**src/rtl/fetch_ctrl_pkg.sv**
```systemverilog
// Shared constants and state encoding for the fetch controller.
package fetch_ctrl_pkg;

   localparam logic [31:0] RESET_PC_DEF  = 32'h0000_3000;
   localparam logic [31:0] NOP_INSTR_DEF = 32'h0000_0000;

   // FETCH: a request is outstanding; FULL: one fetched word parked in the buffer
   typedef enum logic {
      FETCH = 1'b0,
      FULL  = 1'b1
   } state_t;

endpackage

```
**src/rtl/fetch_ctrl_fd_reg.sv**
```systemverilog
// F/D pipeline register: loads a fetched word or a bubble when enabled, holds otherwise.
module fetch_ctrl_fd_reg
   import fetch_ctrl_pkg::*;
#(
   parameter logic [31:0] NOP_INSTR = NOP_INSTR_DEF
) (
   input  logic        clk,
   input  logic        rst_n,
   input  logic        i_en,
   input  logic        i_fill,
   input  logic [31:0] i_instr,
   input  logic [31:0] i_pc8,
   output logic [31:0] o_instr,
   output logic [31:0] o_pc8,
   output logic        o_valid
);

   logic [31:0] r_instr;
   logic [31:0] r_pc8;
   logic        r_valid;

   // Fill loads the word; an enabled cycle without a word inserts a bubble and keeps pc8
   always_ff @(posedge clk or negedge rst_n) begin
      if (!rst_n) begin
         r_instr <= NOP_INSTR;
         r_pc8   <= 32'h0;
         r_valid <= 1'b0;
      end else if (i_en) begin
         if (i_fill) begin
            r_instr <= i_instr;
            r_pc8   <= i_pc8;
            r_valid <= 1'b1;
         end else begin
            r_instr <= NOP_INSTR;
            r_valid <= 1'b0;
         end
      end
   end

   assign o_instr = r_instr;
   assign o_pc8   = r_pc8;
   assign o_valid = r_valid;

endmodule

```
**src/rtl/fetch_ctrl.sv**
```systemverilog
// Fetch-stage sequencer: owns pc_f, the IM req/ack handshake and the F/D register,
// applying D-stage redirects with one delay slot.
module fetch_ctrl
   import fetch_ctrl_pkg::*;
#(
   parameter logic [31:0] RESET_PC  = RESET_PC_DEF,
   parameter logic [31:0] NOP_INSTR = NOP_INSTR_DEF
) (
   input  logic        clk,
   input  logic        reset,
   input  logic        stall_d,
   input  logic        redirect_d,
   input  logic [31:0] target_d,
   output logic        im_req,
   output logic [31:0] im_addr,
   input  logic        im_ack,
   input  logic [31:0] im_rdata,
   output logic [31:0] pc_f,
   output logic [31:0] instr_d,
   output logic [31:0] pc8_d,
   output logic        valid_d
);

   state_t      r_state;
   state_t      w_state_nxt;
   logic [31:0] r_pc;
   logic [31:0] r_buf;
   logic        r_pend_v;
   logic [31:0] r_pend_tgt;

   logic        w_adv;
   logic        w_got;
   logic        w_take;
   logic        w_fill;
   logic [31:0] w_word;

   assign w_adv  = ~stall_d;
   assign w_got  = (r_state == FETCH) & im_ack;
   assign w_take = valid_d & redirect_d & w_adv;
   assign w_fill = w_adv & ((r_state == FULL) | w_got);
   // A parked word always wins over the bus; the bus is only meaningful with ack
   assign w_word = (r_state == FULL) ? r_buf : im_rdata;

   // State register
   always_ff @(posedge clk or negedge reset) begin
      if (!reset) r_state <= FETCH;
      else        r_state <= w_state_nxt;
   end

   // Next state and request; request is killed combinationally during reset
   always_comb begin
      w_state_nxt = r_state;
      im_req      = 1'b0;
      case (r_state)
         FETCH: begin
            im_req = reset;
            if (w_got && stall_d) w_state_nxt = FULL;
         end
         FULL: begin
            if (w_adv) w_state_nxt = FETCH;
         end
         default: w_state_nxt = FETCH;
      endcase
   end

   // PC advance, pending-redirect bookkeeping and the park buffer
   always_ff @(posedge clk or negedge reset) begin
      if (!reset) begin
         r_pc       <= RESET_PC;
         r_buf      <= 32'h0;
         r_pend_v   <= 1'b0;
         r_pend_tgt <= 32'h0;
      end else begin
         if (w_got && stall_d) r_buf <= im_rdata;
         if (w_fill) begin
            // take wins over a pending target (branch-in-delay-slot is undefined)
            if (w_take)        r_pc <= target_d;
            else if (r_pend_v) r_pc <= r_pend_tgt;
            else               r_pc <= r_pc + 32'd4;
            r_pend_v <= 1'b0;
         end else if (w_take) begin
            // delay slot not fetched yet: remember the target until its fill
            r_pend_v   <= 1'b1;
            r_pend_tgt <= target_d;
         end
      end
   end

   fetch_ctrl_fd_reg #(
      .NOP_INSTR (NOP_INSTR)
   ) u_fd_reg (
      .clk     (clk),
      .rst_n   (reset),
      .i_en    (w_adv),
      .i_fill  (w_fill),
      .i_instr (w_word),
      .i_pc8   (r_pc + 32'd8),
      .o_instr (instr_d),
      .o_pc8   (pc8_d),
      .o_valid (valid_d)
   );

   assign pc_f    = r_pc;
   assign im_addr = r_pc;

endmodule

```
**config.mk**
```make
export PLATFORM = sky130hd
export DESIGN_NAME = fetch_ctrl
export DESIGN_NICKNAME = d
export VERILOG_FILES = /design/src/rtl/fetch_ctrl_pkg.sv /design/src/rtl/fetch_ctrl_fd_reg.sv /design/src/rtl/fetch_ctrl.sv
export SDC_FILE = /design/constraint.sdc
export NUM_CORES = 1
export LEC_CHECK = 0
export CAP_MARGIN = 10
export CORE_MARGIN = 2
export CORE_UTILIZATION = 46
export DETAILED_ROUTE_END_ITERATION = 8
export PLACE_DENSITY = 0.84
export SLEW_MARGIN = 15
export SYNTH_ARGS = -nofsm -noshare
export SYNTH_HDL_FRONTEND = slang
export SYNTH_SLANG_ARGS = --single-unit
export TNS_END_PERCENT = 50
```
**constraint.sdc**
```tcl
create_clock -name clk -period 3.71 [get_ports clk]
set_input_delay 0.5565 -clock clk [delete_from_list [all_inputs] [get_ports clk]]
set_output_delay 0.5565 -clock clk [all_outputs]
set_load 0.02 [all_outputs]
```
==> out/qor.tcl, run 1 <==
set qor(top_level_ports) 199
set qor(period_minus_slack_ns) 2.63
set qor(end_kind) {register}
set qor(clkSinkCount) 163
set qor(finalHoldViolations) 0
set qor(dp_hpwl_um) 14900
set qor(first_global_vias) 6591
set qor(filler_cell_count) 1423
set qor(pwr_density_cell_nw_per_um2) 612
set qor(placement_rows) 48
set qor(ir_worst_vdd_mv) 0.350
set qor(drt_total_wl_um) 21600
set qor(sequential_share_of_the_synthesized_area) 0.495
set qor(worst-slew-pin-transition_ns) 1.02
set qor(clock_insertion_delay_worst_skew_ns) 0.42
set qor(die_w_um) 138
set qor(p_leak_nw) 4.33
set qor(grt.overflow.total) 0
set qor(number_of_synthesized_register_bits) 163
set qor(class_of_the_most_critical_setup_path) {reg2reg}
set qor(outcome) {finished clean}
set qor(wl_met1_um) 8850
set qor(buffer_ports.inserted) 198
set qor(post_cts_hold_buffer_count) 0
set qor(floorplan.die.height_um) 138
set qor(flow.area_growth_from_synthesis_pct) 29.2
set qor(number_of_levels_the_h_tree_was_split_into) 4
set qor(crit_fanout) 15
set qor(max_slew_margin_vs_limit) 0.311
set qor(setup_total_negative_slack_ns) 0
set qor(top_signal_layer_used) {met5}
set qor(synth-edff-count) 0
set qor(drc) 0
set qor(synth-async-reset-ratio) 1.00
set qor(netlist_instances) 825
set qor(path_clk_slew_ns) 0.06
set qor(placement.cell_area_um2) 10100
set qor(postSynth.topFlopCell) {dfrtp_1}
set qor(dr.pass1.iters) 5
set qor(detail-route-antenna-nets) 0
set qor(clock.fmax_mhz) 381
set qor(rsz0062_at_grt) {no}
set qor(final_layout_size_suffix_gt1_frac) 0.132
set qor(worst_r2r_endpoint) {im_addr[30]}
set qor(initial_core_util) 0.473
set qor(yosys_warnings) 0
set qor(tritoncts_clock_tree) {yes}
set qor(ctsResizeCount) 0
set qor(routed_wire_length_per_instance_um) 18.1
set qor(avgViaCountPerCell) 5.75
set qor(syn_nets) 897
set qor(finalClockSkew_ns) 0.00834
set qor(worstReg2RegStart) {im_addr[2]}
set qor(critPathRequiredTime_ns) 4.02
set qor(holdCritPathClass) {in2async}
set qor(maxCapViolations) 0
set qor(crit_path_max_incr_delay_ns) 0.84
set qor(mapped_area_um2) 8240
set qor(cts_setup_buffers) 0
set qor(clk_root_buffer_cell) {clkbuf_16}
set qor(finalMaxSlewViolations) 0
set qor(grt_start_max_net_pins) 128
set qor(syn_avg_cell_area_um2) 9.99
set qor(cts_buffer_depth) 2
set qor(grt_pass1_wl_um) 34500
set qor(post-route-period-util) 0.708
set qor(cts_buffers) 17
set qor(setup.worst_path.start_class) {register}
set qor(worstPathArrival_ns) 2.93
set qor(critical_path.cell_chain) {ha_1, nand3_2, nor4_1, and3_1, o31ai_1, a22o_1}
set qor(timing.reg2reg.worst_path_depth) 6
set qor(report.final.setup_viol) 0
set qor(wl_met2_um) 10300
set qor(fp.dieArea_um2) 19000
set qor(drt-initial-drc-count) 476
set qor(via_count) 6854
set qor(post_synth_cell_types) 63
set qor(core_um2) 17400
set qor(cpMaxStageDelayCell) {nor4_1}
set qor(fin_area_um2) 10600
set qor(place_congestion) 0.925
set qor(fin_nets) 1029
set qor(n_antenna_cell) 0
set qor(detailroute.wirelength.met3_um) 1740
set qor(timing.reg2reg.setup_slack_ns) 1.08
set qor(grt_util_all_layers) 0.234
set qor(grt_antenna_before_repair) 1
-- state kept, by name, indices dropped and copies added, names as in the netlist --
| register | cells |
|---|---|
| r_pend_tgt | 32 |
| r_state | 1 |
| r_pend_v | 1 |
| u_fd_reg.o_valid | 1 |
| u_fd_reg.o_pc8 | 32 |
| r_buf | 32 |
| im_addr | 32 |
| u_fd_reg.o_instr | 32 |
-- routing by layer --
layer	vias up	global-route usage
met5	-	0
met1	3341	0.301
li1	3154	-
met4	2	0.104
met3	46	0.0589
met2	311	0.375
-- worst max-delay path by stage --
stage / slack, ns / to / startpoint
6_report: 1.08 / im_addr[30] / im_addr[2]
2_1_floorplan: 1.59 / im_addr[31] / im_addr[4]
3_5_place_dp: 1.20 / im_addr[31] / redirect_d
5_1_grt: 1.01 / im_addr[23] / im_addr[4]
4_1_cts: 1.22 / im_req / r_state
3_3_place_gp: 1.27 / im_addr[29] / redirect_d
-- report_power, final --
part           switching, mW  internal, mW
Sequential             0.465          2.19
Clock                  0.678          1.03
Combinational           1.09          1.07
Total                   2.23          4.29
-- cell type report --
| class | instances | area (um2) | area share |
|---|---|---|---|
| clock buffers | 24 | 482 | 0.0452 |
| clock inverters | 5 | 77.6 | 0.00729 |
| inverters | 7 | 26.3 | 0.00247 |
| multi-input cells | 557 | 3610 | 0.339 |
| flip-flops and latches | 163 | 4080 | 0.383 |
| well taps | 225 | 282 | 0.0264 |
| repair buffers | 211 | 2090 | 0.196 |
-- layout by cell type (no fill, tap or decap), types with 3 or more instances in the layout --
master	n
xor2_1	18
clkbuf_16	17
o221ai_1	4
xnor2_1	17
nand3_1	14
nor3_1	12
and4_1	4
nand2_1	110
nor2_1	44
a21oi_1	27
a31oi_1	3
a221oi_1	4
a21o_1	4
nand4_1	15
o21ai_1	4
and3_1	4
clkdlybuf4s50_1	196
nor2b_1	3
clkbuf_8	3
ha_1	3
a22oi_1	33
clkbuf_1	4
nor4_1	8
o22ai_1	8
inv_1	7
o21ai_0	89
mux2_2	68
buf_4	12
o21a_1	4
or3_1	16
dfrtp_1	161
-- kinds of logic (layout without fill, tap and decap cells) --
kind of cell | Yosys count | after routing | share of synthesized area
flops | 163 | 163 | 0.495
fa+ha+maj | 3 | 3 | 0.00456
compound gates | 199 | 199 | 0.149
mux | 69 | 69 | 0.0942
xor+xnor | 35 | 35 | 0.0372
buf+inv | 105 | 247 | 0.0685
simple gates | 251 | 251 | 0.151
-- metrics by stage --
| stage | util | instances | worst slack, ns | hold WS [ns] | power (mW) |
|---|---|---|---|---|---|
| final | 0.611 | 1192 | 1.08 | 0.0384 | 6.52 |
| after global routing | 0.611 | 1192 | 1.01 | 0.0585 | 6.86 |
| after CTS | 0.611 | 1192 | 1.22 | 0.0455 | 6.55 |
| after detailed placement | 0.579 | 1163 | 1.20 | 0.466 | 4.83 |
| after global placement | 0.579 | 1163 | 1.27 | 0.461 | 4.77 |
| after floorplan | - | 825 | 1.59 | 0.261 | 3.93 |
-- critical path, delay by kind of cell (launching register included) --
| family | cells | cell delay (ns) |
|---|---|---|
| and+or+nand+nor | 3 | 1.34 |
| DFF | 1 | 0.62 |
| adders and majority gates | 1 | 0.29 |
| AOI/OAI and AO/OA | 2 | 0.26 |
-- cell usage after synthesis (3+ instances only) --
library cell	instances	area, um2
and3_1	4	25.0
or3_1	16	100
o21ai_1	4	20.0
nor2_1	45	169
xor2_1	18	158
xnor2_1	17	149
mux2_2	68	766
and4_1	4	35.0
inv_1	7	26.3
buf_1	10	37.5
nor2b_1	4	25.0
a21oi_1	27	135
buf_4	39	293
a31oi_1	3	18.8
o221ai_1	4	35.0
nand4_1	15	93.8
nand3_1	14	70.1
buf_2	13	65.1
a221oi_1	4	35.0
ha_1	3	37.5
nor3_1	12	60.1
o21ai_0	89	445
o21a_1	4	30.0
nor4_1	8	50.1
o22ai_1	8	50.1
a22oi_1	33	248
nand2_1	110	413
a21o_1	4	30.0
dfrtp_1	161	4030
clkbuf_1	35	131
Power figures use the tool's default switching activity.
==> inputs of run 2 (changes only) <==
==> constraint.sdc (replaced) <==
create_clock -name clk -period 2.5 [get_ports clk]
set_input_delay 0.375 -clock clk [delete_from_list [all_inputs] [get_ports clk]]
set_output_delay 0.375 -clock clk [all_outputs]
set_load 0.02 [all_outputs]
==> run 2 against run 1 <==
Effect of this change:
- worst hold slack improved by 0.080 ns
- first-iteration DRC count rose by 21%
- count of clock-buffer cells in the layout rose by 2
- critical path depth did not move
- die area did not move
- utilization rose by 1.1 points
- sequential share of layout area fell by 0.68 points
- fmax rose by 19%
- critical endpoint is now im_addr[31]
- largest cell class unchanged
==> out/qor.tcl, run 2 (same netlist as run 1, synthesis figures left out) <==
set qor(fp.dieArea_um2) 19000
set qor(final_layout_size_suffix_gt1_frac) 0.149
set qor(post-place-ws_ns) 0.322
set qor(tritoncts_clock_tree) {yes}
set qor(setup.worst_path.start) {im_addr[3]}
set qor(clkSinkCount) 163
set qor(grt_pass1_wl_um) 35100
set qor(worstPathArrival_ns) 2.56
set qor(finalMaxSlewViolations) 0
set qor(timing.reg2reg.setup_slack_ns) 0.28
set qor(drt-initial-drc-count) 577
set qor(post-route-period-util) 0.887
set qor(fin_area_um2) 10800
set qor(maxCapViolations) 0
set qor(ctsResizeCount) 0
set qor(clock.fmax_mhz) 451
set qor(flow.area_growth_from_synthesis_pct) 31.6
set qor(dp_hpwl_um) 15400
set qor(grt_start_max_net_pins) 164
set qor(rsz0062_at_grt) {no}
set qor(ir_worst_vdd_mv) 0.546
set qor(holdCritPathClass) {in2async}
set qor(crit_path_max_incr_delay_ns) 0.53
set qor(die_w_um) 138
set qor(cts_buffer_depth) 2
set qor(class_of_the_most_critical_setup_path) {reg2reg}
set qor(floorplan.die.height_um) 138
set qor(worst-slew-pin-transition_ns) 0.875
set qor(cts_setup_buffers) 0
set qor(finalClockSkew_ns) 0.00904
set qor(path_common_cell) {nand4_1}
set qor(critPathRequiredTime_ns) 2.84
set qor(grt_util_all_layers) 0.238
set qor(max_slew_margin_vs_limit) 0.416
set qor(first_global_vias) 6678
set qor(clock_insertion_delay_worst_skew_ns) 0.42
set qor(crit_fanout) 8
set qor(most_common_cell_after_layout_fill_and_taps_aside) {clkdlybuf4s50_1}
set qor(post_cts_hold_buffer_count) 0
set qor(p_leak_nw) 4.45
set qor(place_congestion) 0.945
set qor(placement.cell_area_um2) 10300
set qor(top_level_ports) 199
set qor(drc) 0
set qor(via_count) 6980
set qor(number_of_levels_the_h_tree_was_split_into) 4
set qor(period_minus_slack_ns) 2.22
set qor(grt_antenna_before_repair) 2
set qor(grt.overflow.total) 0
set qor(cpMaxStageDelayCell) {dfrtp_1}
set qor(finalHoldViolations) 0
set qor(setup_total_negative_slack_ns) 0
set qor(pwr_density_cell_nw_per_um2) 904
set qor(top_library_cells_by_usage_in_the_layout_fill_and_taps_aside) {clkdlybuf4s50_1 (196), dfrtp_1 (161), nand2_1 (110)}
set qor(buffer_ports.inserted) 198
set qor(fin_nets) 1049
set qor(drt_total_wl_um) 22100
set qor(placement_rows) 48
set qor(avgViaCountPerCell) 5.74
set qor(timing.final.ws_setup_ns) 0.283
set qor(worstReg2RegStart) {im_addr[3]}
set qor(dr.pass1.iters) 6
set qor(core_um2) 17400
set qor(end_kind) {register}
set qor(critical_path.cell_chain) {ha_1, nand4_1, nor4_4, nand4_1, o41a_1, o22ai_1}
set qor(report.final.setup_viol) 0
set qor(setup.worst_path.start_class) {register}
set qor(path_clk_slew_ns) 0.06
set qor(cts_buffers) 17
set qor(initial_core_util) 0.473
set qor(outcome) {finished clean}
set qor(routed_wire_length_per_instance_um) 18.2
set qor(detail-route-antenna-nets) 0
set qor(clk_root_buffer_cell) {clkbuf_16}
-- run 2: cell types whose count changed in the layout (fill, tap and decap cells not counted) --
| cell | change |
|---|---|
| clkbuf_8 | -1 |
| clkbuf_1 | +3 |
| buf_4 | +17 |
| clkinv_2 | +1 |
| diode_2 | +1 |
| buf_12 | +3 |
-- run 2: where the power goes --
group	internal (mW)	switching (mW)	total [mW]
clock network	1.52	1.03	2.55
logic	1.66	1.75	3.40
registers	3.25	0.595	3.84
total	6.43	3.37	9.80
-- run 2: per-stage QoR --
step                hold WS (ns)  total power, mW  utilization  std cells
floorplan                 0.0794             5.84            -        825
detailed placement         0.469             7.27        0.590       1183
finish                     0.118             9.80        0.622       1216
CTS                        0.174             9.84        0.622       1215
global route               0.205             10.3        0.622       1215
global placement           0.461             7.15        0.590       1183
-- run 2: final cells by class --
class                           count  area, um2
Clock buffer                       26        479
Fill cell                        1437       6580
Sequential cell                   163       4080
Inverter                            7       26.3
Timing Repair Buffer              231       2280
Antenna cell                        1       2.50
Clock inverter                      6       82.6
Tap cell                          225        282
Multi-Input combinational cell    557       3610
-- run 2: critical path, delay by kind of cell, from the launching register on --
family	cells	cell delay (ns)
AND/OR/NAND/NOR	3	0.82
flip-flops	1	0.53
AO/OA/AOI/OAI	2	0.46
adder cells (fa/ha/maj)	1	0.33
-- run 2: final timing paths --
check | depth (start not counted) | to
max | 6 | im_addr[31]
max in group asynchronous | 2 | im_addr[20]
min reg2reg | 2 | u_fd_reg.o_pc8[18]
max reg2reg | 6 | im_addr[31]
min | 2 | u_fd_reg.o_instr[24]
min in group clk | 3 | u_fd_reg.o_valid
-- run 2: layer usage --
metal,GRT usage,wire (um),vias to the layer above
met5,0,27,-
met4,0.0867,517,4
met3,0.0655,1930,50
met2,0.395,10800,330
met1,0.299,8780,3381
li1,-,-,3215
==> inputs of run 3 (changes only) <==
--- a/config.mk
+++ b/config.mk
@@ -14,4 +14,3 @@
 export SYNTH_ARGS = -nofsm -noshare
 export SYNTH_HDL_FRONTEND = slang
 export SYNTH_SLANG_ARGS = --single-unit
-export TNS_END_PERCENT = 50
==> results of run 3 <==
The final DEF is identical to that of run 2; final timing and power are the same.
